$ cat src/rtl/fetch_ifid_stage.sv
// fetch_ifid_stage: PC owner and IF/ID pipeline register with stall, flush, wait-state and HLT handling.
module fetch_ifid_stage #(
    parameter logic [15:0] RESET_PC  = 16'h0000,
    parameter logic [15:0] NOP_INSTR = 16'h4000
) (
    input  logic        clk,
    input  logic        rst,
    input  logic        stall,
    input  logic        flush,
    input  logic [15:0] branch_target,
    output logic [15:0] imem_addr,
    input  logic [15:0] imem_data,
    input  logic        imem_rdy,
    output logic [15:0] pc,
    output logic [15:0] if_id_instr,
    output logic [15:0] if_id_pc_plus2,
    output logic        if_id_valid,
    output logic        halted,
    output logic [15:0] fetch_count
);
    typedef enum logic {FETCH, HALTED} state_t;
    state_t state, state_d;
    logic [15:0] pc_d, instr_d, pp2_d, cnt_d, pc_plus2;
    logic        valid_d;
    assign pc_plus2  = pc + 16'd2;
    assign imem_addr = pc;
    assign halted    = state == HALTED;
    always_comb begin
        state_d = state;
        pc_d    = pc;
        instr_d = if_id_instr;
        pp2_d   = if_id_pc_plus2;
        valid_d = if_id_valid;
        cnt_d   = fetch_count;
        if (flush) begin
            state_d = FETCH;
            pc_d    = branch_target;
            instr_d = NOP_INSTR;
            pp2_d   = 16'h0000;
            valid_d = 1'b0;
        end else if (!stall) begin
            // Halted or waiting on I-mem: inject a bubble and keep the PC.
            if (state == HALTED || !imem_rdy) begin
                instr_d = NOP_INSTR;
                pp2_d   = 16'h0000;
                valid_d = 1'b0;
            end else begin
                instr_d = imem_data;
                pp2_d   = pc_plus2;
                valid_d = 1'b1;
                cnt_d   = fetch_count + 16'd1;
                state_d = imem_data[15:12] == 4'hF ? HALTED : FETCH;
                pc_d    = imem_data[15:12] == 4'hF ? pc : pc_plus2;
            end
        end
    end
    always_ff @(posedge clk) begin
        if (rst) begin
            state          <= FETCH;
            pc             <= RESET_PC;
            if_id_instr    <= NOP_INSTR;
            if_id_pc_plus2 <= 16'h0000;
            if_id_valid    <= 1'b0;
            fetch_count    <= 16'h0000;
        end else begin
            state          <= state_d;
            pc             <= pc_d;
            if_id_instr    <= instr_d;
            if_id_pc_plus2 <= pp2_d;
            if_id_valid    <= valid_d;
            fetch_count    <= cnt_d;
        end
    end
endmodule

$ cat config.mk
export PLATFORM = sky130hd
export DESIGN_NAME = fetch_ifid_stage
export DESIGN_NICKNAME = d
export VERILOG_FILES = /design/src/rtl/fetch_ifid_stage.sv
export SDC_FILE = /design/constraint.sdc
export NUM_CORES = 1
export LEC_CHECK = 0
export CAP_MARGIN = 5
export CELL_PAD_IN_SITES_DETAIL_PLACEMENT = 1
export CELL_PAD_IN_SITES_GLOBAL_PLACEMENT = 1
export CORE_ASPECT_RATIO = 2
export CORE_MARGIN = 10
export CORE_UTILIZATION = 43
export CTS_CLUSTER_DIAMETER = 60
export DETAILED_ROUTE_END_ITERATION = 8
export DONT_BUFFER_PORTS = 1
export HOLD_SLACK_MARGIN = 0.1
export PLACE_DENSITY = 0.78
export SYNTH_ARGS = -nofsm -noshare
export SYNTH_HDL_FRONTEND = slang
export SYNTH_SLANG_ARGS = --single-unit
$ cat constraint.sdc
create_clock -name clk -period 3 [get_ports clk]
set_clock_uncertainty 0.05 [all_clocks]
set_input_delay 0.3 -clock clk [delete_from_list [all_inputs] [get_ports clk]]
set_output_delay 0.3 -clock clk [all_outputs]
set_load 0.005 [all_outputs]
==> impl_metrics.csv <==
group,metric,value,unit
hold_path,hold_start,"branch_target[5]",
detailed_routing,totalWireLength,10.4,mm
flow_run,timing.max_cap.violations,0,
floorplanning,fp.coreArea,0.00689,mm2
detailed_routing,drc,0,
floorplanning,start_util,0.438,
clock_tree,root_buffer,"clkbuf_16",
grt,grt_pass1_vias,2832,
detailed_routing,via_per_inst,6.01,
critical_path,slowest_delay,0.58,ns
critical_path,r2r_slack,0.68,ns
floorplanning,die_area,0.0110,mm2
clock_tree,clock_latency,0.32,ns
floorplanning,die_w,79.2,um
sta,fmax,432,MHz
critical_path,end_kind,"flop",
critical_path,crit_required,3.16,ns
critical_path,r2r.worst_path.cells,4,
placed_design,gp_congestion,0.749,
sta,finalSetupViolations,0,
clock_tree,clock-sinks,66,
power,power.leakage,1.17,nW
critical_path,cp_data_arrival_time,2.47,ns
floorplanning,core.rowCount,43,
synth,yosys_warnings,0,
synth,ys_types,41,
critical_path,cp_max_fo,6,
placed_design,place_hpwl,7.10,mm
sta,period_share,0.772,
sta,period_needed,2.32,ns
detailed_routing,wl_per_cell,23.3,um
power,power_density,598,mW/mm2
hold_path,worstHoldEndpoint,"imem_addr[5]$_SDFFE_PP0P_",
sta,whs,0.111,ns
hold_path,min_path_cells,2,
grt,grt_pass1_wl,16.0,mm
final_layout,areaGrowthSynthToFinish,14.5,%
detailed_routing,vias,2687,
critical_path,critPathLaunchType,"flop",
detailed_routing,drt-initial-drc-count,110,
critical_path,r2r_end,"fetch_count[15]$_SDFFE_PP0P_",
grt,grtUsageTotal,0.189,
sta,tns,0,ns
synth,netlist_area,0.00302,mm2
clock_tree,cts_tree,"done",
critical_path,cpMaxStageDelayCell,"or4b_4",
final_layout,insertedDiodeCount,0,
synth,ys_ff_latch,66,
detailed_routing,final_antenna_net_count,0,
detailed_routing,dr.pass1.iters,4,
placed_design,port_buffers,0,
floorplanning,num_io_pins,119,
sta,worstMarginPinSlew,0.712,ns
final_layout,drive_gt1_frac,0.0644,
status,outcome,"completed",
clock_tree,clk_path_buf_depth,2,
floorplanning,dieHeight,138,um
grt,grt_max_degree,33,
grt,overflow,0,
sta,max_slew_margin,0.525,
synth,synthCells,356,
hold_path,hp-class,"in2reg",
final_layout,mostFrequentLayoutCells,"66 x dfxtp_1, 45 x nor2_1, 26 x nand2_1, 21 x dlygate4sd3_1, 20 x a22oi_1",
critical_path,worst-setup-path-type,"reg2reg",
critical_path,r2r-start,"halted$_SDFFE_PP0P_",
clock_tree,ctsHtreeMaxLevel,3,
final_layout,nets,391,
synth,ys_seq_area_frac,0.438,
sta,rsz0062_at_grt,"false",
clock_tree,cts_buffers,9,
clock_tree,post-cts-setup-buffer-count,0,
power,ir_drop,0.347,mV
clock_tree,ctsResizeCount,0,
sta,final_max_slew_viol_count,0,
synth,syn_area_per_cell,8.47,um2
grt,antenna_found_initial,0,
sta,hold_viol_final,0,
synth,syn_nets,395,
final_layout,layout_commonest_cell,"dfxtp_1",
critical_path,path_cells,"or4b_4 > or3_1 > nor4_1 > mux2_1",
clock_tree,clk_pin_slew_worst_paths,0.05,ns
[how the worst max path moves through the flow]
| stage | slack [ns] | endpoint | cells after the start | from |
|---|---|---|---|---|
| after global routing | 0.50 | imem_addr[12]$_SDFFE_PP0P_ | 4 | imem_addr[4]$_SDFFE_PP0P_ |
| after global placement | 0.76 | fetch_count[15]$_SDFFE_PP0P_ | 4 | halted$_SDFFE_PP0P_ |
| after floorplan | 0.86 | fetch_count[15]$_SDFFE_PP0P_ | 5 | halted$_SDFFE_PP0P_ |
| after CTS | 0.64 | imem_addr[12]$_SDFFE_PP0P_ | 4 | imem_addr[5]$_SDFFE_PP0P_ |
| after detailed placement | 0.71 | fetch_count[15]$_SDFFE_PP0P_ | 4 | halted$_SDFFE_PP0P_ |
| final | 0.68 | fetch_count[15]$_SDFFE_PP0P_ | 4 | halted$_SDFFE_PP0P_ |
[area by class of cell]
| type | instances | area (um2) |
|---|---|---|
| clock buffers | 14 | 274 |
| flip-flops and latches | 66 | 1320 |
| repair buffers | 24 | 245 |
| fillers | 853 | 3430 |
| clock inverters | 2 | 10.0 |
| inverters | 10 | 37.5 |
| multi-input cells | 241 | 1450 |
| well taps | 90 | 113 |
[per-stage QoR]
stage	worst slack, ns	area [um2]	util	total power, W	cells
2_1_floorplan	0.857	3020	-	0.00106	356
3_3_place_gp	0.762	2940	0.427	0.00106	409
3_5_place_dp	0.706	2940	0.427	0.00106	409
4_1_cts	0.643	3440	0.500	0.00210	446
5_1_grt	0.495	3450	0.501	0.00216	447
6_report	0.685	3450	0.501	0.00207	447
[metal layers]
layer / routed length, um / vias up / global-route usage
met5: 0 / - / 0
met3: 776 / 13 / 0.0818
met1: 3350 / 1336 / 0.164
met4: 117 / 0 / 0.0570
met2: 6170 / 88 / 0.363
li1: - / 1250 / -
[what timing repair did]
action	4_1_cts	5_1_grt
setup endpoints to repair	0	0
hold buffers	21	1
endpoints found under the hold margin	52	1
[synth_stat cells]
library cell / number / area [um2]
a211oi_1: 4 / 30.0
and4_1: 1 / 8.76
and3_1: 2 / 12.5
buf_2: 3 / 15.0
o31ai_1: 6 / 45.0
nor2_1: 45 / 169
nor3_1: 7 / 35.0
mux2i_1: 1 / 10.0
or4b_4: 1 / 13.8
ha_1: 2 / 25.0
buf_4: 16 / 120
nor4_1: 6 / 37.5
o21a_1: 3 / 22.5
o211ai_1: 1 / 7.51
or4_1: 8 / 60.1
xor2_1: 7 / 61.3
nand3_1: 11 / 55.1
nand4_2: 1 / 12.5
or2_2: 1 / 6.26
xnor2_1: 15 / 131
a311oi_1: 5 / 43.8
buf_1: 1 / 3.75
nor4b_2: 1 / 15.0
clkbuf_1: 19 / 71.3
or3b_2: 1 / 8.76
a311o_1: 1 / 10.0
and2_1: 5 / 31.3
nand2_1: 26 / 97.6
mux2_1: 1 / 11.3
a31oi_1: 6 / 37.5
a22oi_1: 20 / 150
nand4_1: 9 / 56.3
o21ai_0: 17 / 85.1
nor2b_1: 1 / 6.26
o21bai_1: 3 / 22.5
nor3b_1: 1 / 7.51
or3_1: 7 / 43.8
inv_1: 10 / 37.5
o22ai_1: 2 / 12.5
a21oi_1: 13 / 65.1
dfxtp_1: 66 / 1320
[report_power, final]
group          internal (W)  switching, W
sequential         0.000901     0.0000444
combinational     0.0000612     0.0000769
clock              0.000624      0.000359
[kinds of logic after synthesis]
group,synth area share
DFF,0.438
and+or+nand+nor,0.224
AOI/OAI and AO/OA,0.176
adders and majority gates,0.00829
buffers and inverters,0.0821
muxes,0.00705
xor gates and xnor gates,0.0639
[flip-flops by register name, summed over array words and instances, names as in the netlist]
| name | count |
|---|---|
| halted | 1 |
| if_id_instr | 16 |
| if_id_valid | 1 |
| if_id_pc_plus2 | 16 |
| fetch_count | 16 |
| imem_addr | 16 |
[critical path: cells and delay by family, from the launching register on]
family	cells	cell delay (ns)
and+or+nand+nor	3	1.41
DFF	1	0.39
muxes	1	0.35
(Power assumes the default switching activity.)
